===== config.mk =====
export PLATFORM = sky130hd
export DESIGN_NAME = window_reg_kxk_stream
export DESIGN_NICKNAME = d
export VERILOG_FILES = /design/src/rtl/window_pkg.sv /design/src/rtl/line_buffer.sv /design/src/rtl/window_reg_kxk_stream.sv
export SDC_FILE = /design/constraint.sdc
export NUM_CORES = 1
export LEC_CHECK = 0
export ABC_AREA = 1
export BUFFER_PORTS_ARGS = -buffer_cell sky130_fd_sc_hd__buf_2
export CORE_MARGIN = 10
export CORE_UTILIZATION = 64
export CTS_CLUSTER_DIAMETER = 60
export DETAILED_ROUTE_END_ITERATION = 7
export GPL_TIMING_DRIVEN = 0
export PLACE_DENSITY = 0.93
export SKIP_LAST_GASP = 1
export SLEW_MARGIN = 20
export SYNTH_ARGS = -nofsm -noshare
export SYNTH_HDL_FRONTEND = slang
export SYNTH_HIERARCHICAL = 1
export SYNTH_SLANG_ARGS = --single-unit

===== constraint.sdc =====
create_clock -name clk -period 3.3 [get_ports clk]
set_input_delay 0.66 -clock clk [delete_from_list [all_inputs] [get_ports clk]]
set_output_delay 0.66 -clock clk [all_outputs]
set_load 0.01 [all_outputs]

===== src/rtl/window_pkg.sv =====
// Shared types and elaboration helpers for the KxK streaming window register.
package window_pkg;

    typedef enum logic [1:0] {
        FILL  = 2'd0,
        RUN   = 2'd1,
        DRAIN = 2'd2
    } win_state_e;

    // Ceiling log2 with a floor of 1 so single-value counters still get a bit.
    function automatic int unsigned clog2(input int unsigned v);
        int unsigned r;
        longint unsigned x;
        r = 0;
        x = 1;
        while (x < longint'(v)) begin
            x = x << 1;
            r = r + 1;
        end
        return (r == 0) ? 1 : r;
    endfunction

    function automatic int unsigned win_idx(input int unsigned r, input int unsigned c,
                                            input int unsigned k);
        return r * k + c;
    endfunction

    function automatic bit params_ok(input int unsigned k, input int unsigned w,
                                     input int unsigned h, input int unsigned s);
        return (k >= 2) && (w >= k) && (h >= k) && (s >= 1) && (s <= k);
    endfunction

endpackage


===== src/rtl/line_buffer.sv =====
// Enable-gated pixel delay line; dout is the pixel DEPTH accepts earlier.
module line_buffer #(
    parameter int unsigned DATA_WIDTH = 16,
    parameter int unsigned DEPTH      = 8
) (
    input  logic                  clk,
    input  logic                  rst_n,
    input  logic                  en,
    input  logic [DATA_WIDTH-1:0] din,
    output logic [DATA_WIDTH-1:0] dout
);

    logic [DATA_WIDTH-1:0] mem [DEPTH];

    always_ff @(posedge clk or negedge rst_n) begin
        if (!rst_n) begin
            for (int unsigned i = 0; i < DEPTH; i++) begin
                mem[i] <= '0;
            end
        end else if (en) begin
            mem[0] <= din;
            for (int unsigned i = 1; i < DEPTH; i++) begin
                mem[i] <= mem[i-1];
            end
        end
    end

    assign dout = mem[DEPTH-1];

endmodule


===== src/rtl/window_reg_kxk_stream.sv =====
// Raster-stream to KxK sliding window with stride, position tags and frame-end marking.
module window_reg_kxk_stream
    import window_pkg::*;
#(
    parameter int unsigned DATA_WIDTH = 16,
    parameter int unsigned K          = 3,
    parameter int unsigned IMG_WIDTH  = 8,
    parameter int unsigned IMG_HEIGHT = 8,
    parameter int unsigned STRIDE     = 1
) (
    input  logic                          clk,
    input  logic                          Rst_window,
    input  logic                          Clr_frame,
    input  logic [DATA_WIDTH-1:0]         in_pixel,
    input  logic                          in_valid,
    output logic                          in_ready,
    output logic [K*K*DATA_WIDTH-1:0]     out_window,
    output logic                          out_valid,
    input  logic                          out_ready,
    output logic [clog2(IMG_HEIGHT)-1:0]  out_row,
    output logic [clog2(IMG_WIDTH)-1:0]   out_col,
    output logic                          out_last
);

    localparam int unsigned ROW_W       = clog2(IMG_HEIGHT);
    localparam int unsigned COL_W       = clog2(IMG_WIDTH);
    localparam int unsigned PH_W        = clog2(STRIDE);
    localparam int unsigned WIN_W       = K * K * DATA_WIDTH;
    localparam int unsigned LAST_ROW    = K - 1 + ((IMG_HEIGHT - K) / STRIDE) * STRIDE;
    localparam int unsigned LAST_COL    = K - 1 + ((IMG_WIDTH - K) / STRIDE) * STRIDE;
    localparam int unsigned PH_EMIT     = (K - 1) % STRIDE;

    if (!params_ok(K, IMG_WIDTH, IMG_HEIGHT, STRIDE)) begin : g_bad_params
        $error("window_reg_kxk_stream: illegal K/IMG_WIDTH/IMG_HEIGHT/STRIDE combination");
    end

    win_state_e              state_q, state_d;
    logic [COL_W-1:0]        col_cnt;
    logic [ROW_W-1:0]        row_cnt;
    logic [PH_W-1:0]         col_ph;
    logic [PH_W-1:0]         row_ph;
    logic [WIN_W-1:0]        win_q;
    logic [DATA_WIDTH-1:0]   lb_din [K-1];
    logic [DATA_WIDTH-1:0]   lb_out [K-1];
    logic [DATA_WIDTH-1:0]   col_in [K];
    logic                    acc;
    logic                    emit;
    logic                    col_wrap;
    logic                    row_wrap;
    logic                    last_win;

    // Clear wins over a same-cycle handshake, so the presented pixel is refused.
    assign in_ready = !(out_valid && !out_ready) && (state_q != DRAIN) && !Clr_frame;
    assign acc      = in_valid && in_ready;
    assign col_wrap = (col_cnt == COL_W'(IMG_WIDTH - 1));
    assign row_wrap = (row_cnt == ROW_W'(IMG_HEIGHT - 1));
    assign last_win = (row_cnt == ROW_W'(LAST_ROW)) && (col_cnt == COL_W'(LAST_COL));
    // Phases count col/row mod STRIDE from zero; alignment is where they equal (K-1) mod STRIDE.
    assign emit     = acc && (state_q == RUN)
                   && (row_cnt >= ROW_W'(K - 1)) && (col_cnt >= COL_W'(K - 1))
                   && (col_ph == PH_W'(PH_EMIT)) && (row_ph == PH_W'(PH_EMIT));

    for (genvar i = 0; i < K - 1; i++) begin : g_lb
        if (i == 0) begin : g_head
            assign lb_din[i] = in_pixel;
        end else begin : g_chain
            assign lb_din[i] = lb_out[i-1];
        end

        line_buffer #(
            .DATA_WIDTH (DATA_WIDTH),
            .DEPTH      (IMG_WIDTH)
        ) u_lb (
            .clk   (clk),
            .rst_n (Rst_window),
            .en    (acc),
            .din   (lb_din[i]),
            .dout  (lb_out[i])
        );

        assign col_in[K-2-i] = lb_out[i];
    end
    assign col_in[K-1] = in_pixel;

    // Newest column enters at c=0 and older columns move toward c=K-1.
    always_ff @(posedge clk or negedge Rst_window) begin
        if (!Rst_window) begin
            win_q <= '0;
        end else if (acc) begin
            for (int unsigned r = 0; r < K; r++) begin
                win_q[win_idx(r, 0, K)*DATA_WIDTH +: DATA_WIDTH] <= col_in[r];
                for (int unsigned c = 1; c < K; c++) begin
                    win_q[win_idx(r, c, K)*DATA_WIDTH +: DATA_WIDTH] <=
                        win_q[win_idx(r, c - 1, K)*DATA_WIDTH +: DATA_WIDTH];
                end
            end
        end
    end

    assign out_window = win_q;

    always_ff @(posedge clk or negedge Rst_window) begin
        if (!Rst_window) begin
            col_cnt   <= '0;
            row_cnt   <= '0;
            col_ph    <= '0;
            row_ph    <= '0;
            out_valid <= 1'b0;
            out_last  <= 1'b0;
            out_row   <= '0;
            out_col   <= '0;
        end else if (Clr_frame) begin
            col_cnt   <= '0;
            row_cnt   <= '0;
            col_ph    <= '0;
            row_ph    <= '0;
            out_valid <= 1'b0;
            out_last  <= 1'b0;
        end else begin
            if (acc) begin
                if (col_wrap) begin
                    col_cnt <= '0;
                    col_ph  <= '0;
                    row_cnt <= row_wrap ? '0 : row_cnt + 1'b1;
                    row_ph  <= (row_wrap || (row_ph == PH_W'(STRIDE - 1))) ? '0 : row_ph + 1'b1;
                end else begin
                    col_cnt <= col_cnt + 1'b1;
                    col_ph  <= (col_ph == PH_W'(STRIDE - 1)) ? '0 : col_ph + 1'b1;
                end
            end
            if (emit) begin
                out_valid <= 1'b1;
                out_row   <= row_cnt;
                out_col   <= col_cnt;
                out_last  <= last_win;
            end else if (out_ready) begin
                out_valid <= 1'b0;
            end
        end
    end

    always_ff @(posedge clk or negedge Rst_window) begin
        if (!Rst_window) begin
            state_q <= FILL;
        end else begin
            state_q <= state_d;
        end
    end

    always_comb begin
        state_d = state_q;
        if (Clr_frame) begin
            state_d = FILL;
        end else begin
            case (state_q)
                FILL: begin
                    if (acc && (row_cnt == ROW_W'(K - 1)) && (col_cnt == '0)) begin
                        state_d = RUN;
                    end
                end
                RUN: begin
                    if (acc && col_wrap && row_wrap) begin
                        state_d = DRAIN;
                    end
                end
                DRAIN: begin
                    if (out_ready) begin
                        state_d = FILL;
                    end
                end
                default: state_d = FILL;
            endcase
        end
    end

endmodule

; ---- After elaboration in Yosys (flattened, before gate mapping)
; Cells that the tools add are included.
[op_classes]
n_addsub = 4
n_lt_le_gt_ge = 2
n_eq_ne = 9
n_mux = 25
bitwise = 3
n_reduce_logical = 27
[op_table]
columns = op, n
row1 = 2-to-1 mux 3 bit, 7
row2 = logical AND 1 bit, 14
row3 = 2-to-1 mux 1 bit, 13
row4 = 2-to-1 mux 2 bit, 4
row5 = "adder 3 x 1 -> 3 bit, second input constant", 2
row6 = "== test 3 bit, second input constant", 2
row7 = ">= comparator 3 x 2 -> 1 bit, second input constant", 2
row8 = "inequality test 3 bit, second input constant", 2
row9 = one-hot mux 2 bit (3 select lines), 1
row10 = nonzero test 2 bit, 3
row11 = AND reduction 2 bit, 2
row12 = "== test 3 x 2 -> 1 bit, second input constant", 1
row13 = logical NOT 1 bit, 3
row14 = logical NOT 3 bit, 1
row15 = "inequality test 3 x 2 -> 1 bit, second input constant", 1
row16 = inverter 1 bit, 3
row17 = AND reduction 3 bit, 1
row18 = nonzero test 3 bit, 1
row19 = "adder 1 bit, second input constant", 2
row20 = "== test 2 x 1 -> 1 bit, second input constant", 1
row21 = "== test 2 bit, second input constant", 1
row22 = logical NOT 2 bit, 1
row23 = "inequality test 2 bit, second input constant", 1
row24 = logical OR 1 bit, 1
[word_totals]
regBits = 418
in_bits = 21
out_inout_bits = 153
elab_cells = 96

; ---- Longest topological paths before layout
[depth]
word_depth = 13
mapped_depth = 11
depth_no_buf = 9

; ---- Modules after synthesis
; The synthesis kept the hierarchy.
[modules_own_cells]
columns = module, n_inst, cells_per_inst, area_each_um2, seq_area_each_um2
row1 = line_buffer, 2, 557, 5079.9, 3203.1
row2 = window_reg_kxk_stream, 1, 681, 6229.7, 4028.9

; ---- Worst setup path before layout
; OpenSTA, ideal clock, no wires.
[synth_timing]
kind = input-to-reg
from = input out_ready
to = register g_lb[0].u_lb.mem (netlist bit g_lb[0].u_lb/dout[0])
setup_time_ps = 116
arrival_ps = 1882
required_time_ps = 3184
path_slack_ps = 1301
path_stages = 11
path_buffers = 4
cell_sequence = inv_1 nand2_1 nand2_2 nor3_4 buf_2 buf_2 inv_2 buf_6 buf_6 nand2_1 nand2_1
[synth_between]
elab_chain_len = 6
[synth_lines]
columns = item, line
row1 = from (decl), window_reg_kxk_stream.sv:19  ; input logic out_ready,
row2 = logical NOT 1 bit, window_reg_kxk_stream.sv:53  ; assign in_ready = !(out_valid && !out_ready) && (state_q != DRAIN) && !Clr_frame;
row3 = logical AND 1 bit, window_reg_kxk_stream.sv:53
row4 = logical NOT 1 bit, window_reg_kxk_stream.sv:53
row5 = logical AND 1 bit (2 in a row), window_reg_kxk_stream.sv:53
row6 = logical AND 1 bit, window_reg_kxk_stream.sv:54  ; assign acc = in_valid && in_ready;
row7 = via acc, window_reg_kxk_stream.sv:46  ; logic acc;
row8 = "to (signal, indexed assignment)", line_buffer.sv:23  ; mem[i] <= mem[i-1];
row9 = to (decl), line_buffer.sv:13  ; logic [DATA_WIDTH-1:0] mem [DEPTH];
; The timed path passes the listed nets, and every way through them passes these cells.
; A chain may end at the register's enable or synchronous reset.

; ---- Final worst setup path
[layout_timing]
from = register state_q[1]
to = register g_lb[1].u_lb/mem[77] (netlist name)
[layout_between]
elab_chain_len = 4
[layout_lines]
columns = item, line
row1 = from (decl), window_reg_kxk_stream.sv:37  ; win_state_e state_q, state_d;
row2 = from (signal assigned), window_reg_kxk_stream.sv:146  ; state_q <= state_d;
row3 = inequality test 2 bit, window_reg_kxk_stream.sv:53
row4 = logical AND 1 bit (2 in a row), window_reg_kxk_stream.sv:53
row5 = logical AND 1 bit, window_reg_kxk_stream.sv:54
row6 = via acc, window_reg_kxk_stream.sv:46
row7 = "to (signal, indexed assignment)", line_buffer.sv:23
row8 = to (decl), line_buffer.sv:13
; The timed path passes the listed nets, and every way through them passes these cells.

==> results.md <==
Outcome:
- The flow ran to the end, and the final reports show no timing, DRC or antenna violations.

Clock network:
- The later-pin clock latency in the skew report is 530 ps.
- Clock-pin slew was measured on the worst setup and hold paths at 70 ps.
- Counting along the longest clock path gives a buffer depth of 3.
- The hold-fix buffer count after cts is 0.
- The clock tree from TritonCTS is built.
- Clock tree synthesis selected as its root buffer the cell sky130_fd_sc_hd__clkbuf_16.
- In this run, CTS created clock tree buffers numbering 40.
- The post-CTS setup buffer count is 0.
- The number of clock sinks seen by CTS is 417.
- In this run, post-CTS repair resized a total of 0 instances.
- The H-tree was split into 2 levels.

Global route:
- The global-route usage over all layers is 0.272.
- The number of global-route vias before repair is roughly 14000.
- The global-route wire length before repair is 72000 um.
- The initial antenna violation count is 0.
- For this run the aggregate overflow at the end of global routing stands at 0.
- Entering global routing, the biggest net connects 100 pins.

Drt:
- The sum of routed wire length over all layers is 44800 um.
- In this run, the number of DRC markers left after iteration 0 of detailed routing was 1304.
- The DRC violations left is 0.
- Once detail routing completed, the nets flagged for antenna violations numbered 0.
- In the final routed layout, each cell accounts on average for 18.9 um.
- The via-per-instance ratio is 5.63.
- The total via count after detailed routing is between 10000 and 15000.
- The first TritonRoute pass finished after 5 iterations.

Yosys:
- During synthesis, Yosys emitted a total of 6 warnings.
- After synthesis, the mean cell area works out to a little over 9 um^2.
- When the netlist entered floorplanning its net count stood at between 1500 and 2000.
- By instance count, the leading cell after synthesis is sky130_fd_sc_hd__nand2_1.
- For this run, asynchronously set or reset flops after synthesis account for 1.00.
- Sorting the synthesized cells by area gives the leading types as sky130_fd_sc_hd__dfrtp_1, sky130_fd_sc_hd__nand2_1, sky130_fd_sc_hd__buf_6.
- The most instantiated flip-flop cell in the synthesis netlist is sky130_fd_sc_hd__dfrtp_1.
- The count of flip-flops with a built-in enable after synthesis is 0.
- The share of Yosys cell area claimed by the top area cell type is 0.637.
- The count of different cell masters after synthesis is 21.
- The commonest cells after synthesis are sky130_fd_sc_hd__nand2_1, sky130_fd_sc_hd__dfrtp_1, sky130_fd_sc_hd__o21ai_0.
- After synthesis the netlist holds a flip-flop and latch count of 417.
- In this run the cell area of the synthesized design comes to 0.0164 mm^2.
- For this run, the register share of the synthesized area comes to 0.637.
- The synthesized design spends more area on one cell type than any other, namely sky130_fd_sc_hd__dfrtp_1.
- The synthesized instance count is between 1500 and 2000.

STA:
- The total count of max-transition violations in the final report came to 0.
- The total count of hold-check failures in the final report is 0.
- The worst-case headroom to the max-slew limit is 0.587.
- The smallest clock period supported by the final layout is computed as 2400 ps.
- The upper clock frequency limit is approximately 420 MHz.
- Setup violations remaining at the end of the flow were counted as 0.
- Setup repair after global routing left no endpoint under its margin.
- Dividing the final minimum period by the clock period gives 0.727.
- The setup clock skew after layout is between 30 and 40 ps.
- At the pin with the least slew margin, the transition time is 619 ps.
- Summed over all failing endpoints, the final setup total negative slack is 0 ps.

Final layout:
- The total area of sequential cells is 0.0104 mm^2.
- The number of nets in the finished design is 2042.
- Of the cells placed in the final design, the portion with a size suffix greater than 1 is 0.179.
- After filler insertion, the fill cell instance count of the layout stands at 1453.
- The area growth from synthesis to layout is 16.9%.
- Once layout is complete, the utilization of the core stands at 0.761.
- In the final layout, the multi-input gates occupy about 0.0047 mm^2.

Floorplan:
- The initial utilization of the core area, before any placement, comes to 0.651.
- The core region is 0.0252 mm^2.
- The vertical extent of the die is between 150 and 200 um.
- The width of the die is 180 um.
- The die covers about 0.032 mm^2.
- approximately 170 I/O pins were placed.
- In this run the core area contains just under 60 standard-cell rows.

Worst setup path:
- The required time reported for the critical path endpoint is 3710 ps.
- STA classifies the critical path startpoint as a flop.
- The category of the most critical setup path is reg -> reg.
- The data arrival time of the worst path is 2810 ps.
- Walking the worst path, the cells encountered are inv_1 -> nor2_2 -> nor3_4 -> buf_2 -> buf_2 -> inv_2 -> buf_6 -> buf_6 -> nand2_1 -> nand2_1.
- Along the worst path, the maximum fanout reaches 15.
- The stage delay of the slowest cell on the critical path is 410 ps.
- The cell with the biggest individual delay on the critical path is sky130_fd_sc_hd__buf_2.
- The endpoint class of the critical path is a flop.

Pwr:
- Dividing total power by cell area gives a power density of 683 mW/mm^2.
- The largest voltage drop on the vdd net is 0.484 mV.
- The analysis attributes to cell leakage a power of 11.1 nW.

Min path:
- The min-delay analysis places its worst path in the category in -> async.

Placement:
- Port buffering added 173 buffers.
- The routability congestion estimate from global placement is 0.885.
- The wire-length estimate of the detail-placed layout is 29700 um.

Flow run:
- The number of violations of the max-capacitance limit is 0.
[metrics by stage]
step                      power [mW]  worst slack (ps)  std cells  cell area (um^2)  hold WS, ps
after CTS                       13.1               959       2370             19200          138
after floorplan                 7.50              1300       1795             16400          364
after global routing            13.6               816       2370             19200          158
after detailed placement        8.37               728       2302             17800          458
after global placement          8.21             -6110       2298             17700          454
final                           13.1               902       2371             19200          115
[flip-flops by register name, summed over array words and instances, names as in the netlist]
register,flops
row_ph,1
out_row,3
out_last,1
out_valid,1
g_lb.u_lb/mem,224
out_col,3
out_window,144
state_q,2
g_lb.u_lb/dout,32
col_cnt,3
row_cnt,3
[kinds of logic after synthesis]
group | count (synthesis) | synth area share
and+or+nand+nor | 1128 | 0.261
adders and majority gates | 7 | 0.00534
AOI/OAI and AO/OA | 75 | 0.0229
buffers and inverters | 168 | 0.0743
DFF | 417 | 0.637
[final cells by class]
type	instances	share of cell area
clock buffer	61	0.0659
multi-input combinational	1210	0.247
sequential	417	0.545
timing repair buffer	177	0.0515
buffer	121	0.0543
clock inverter	7	0.00529
antenna	1	0.000131
tap	330	0.0216
inverter	47	0.00921
[cells in the final DEF (no fill, tap or decap), drive strengths merged]
master	instances
a21oi	2
buf	293
bufinv	2
clkbuf	66
clkinv	3
clkinvlp	2
dfrtp	417
diode	1
ha	7
inv	47
nand2	1105
nand3	6
nand3b	1
nand4	1
nor2	11
nor3	4
o21ai	73
[critical path, delay by kind of cell (launching register included)]
| kind | cells | cell delay, ps |
|---|---|---|
| buffers and inverters | 6 | 1290 |
| flip-flops | 1 | 400 |
| AND/OR/NAND/NOR | 4 | 570 |
[report_power, final]
part | switching [mW] | internal [mW]
Clock | 1.90 | 2.79
Sequential | 0.581 | 5.96
Combinational | 1.16 | 0.704
Total | 3.64 | 9.45
[path summary, 6_finish.rpt]
| kind | from | to | slack, ps | cells past startpoint |
|---|---|---|---|---|
| min in group clk | in_pixel[10] | g_lb[0].u_lb/mem[122] | 360 | 3 |
| max in group asynchronous | Rst_window | g_lb[0].u_lb/mem[36] | 1860 | 3 |
| worst max-delay path | state_q[1] | g_lb[1].u_lb/mem[77] | 900 | 10 |
| worst max register to register | state_q[1] | g_lb[1].u_lb/mem[77] | 900 | 10 |
| worst min register to register | g_lb[1].u_lb/mem[104] | g_lb[1].u_lb/mem[88] | 460 | 2 |
| worst min-delay path | Rst_window | out_window[38] | 110 | 1 |
[per-layer routing]
metal | global-route usage | part of all wire | vias to the layer above
met5 | 0 | 0 | -
met4 | 0.144 | 0.057 | 0
met3 | 0.0530 | 0.077 | 188
met2 | 0.479 | 0.51 | 695
met1 | 0.308 | 0.36 | 6608
li1 | - | - | 5852
Power figures use the tool's default switching activity.
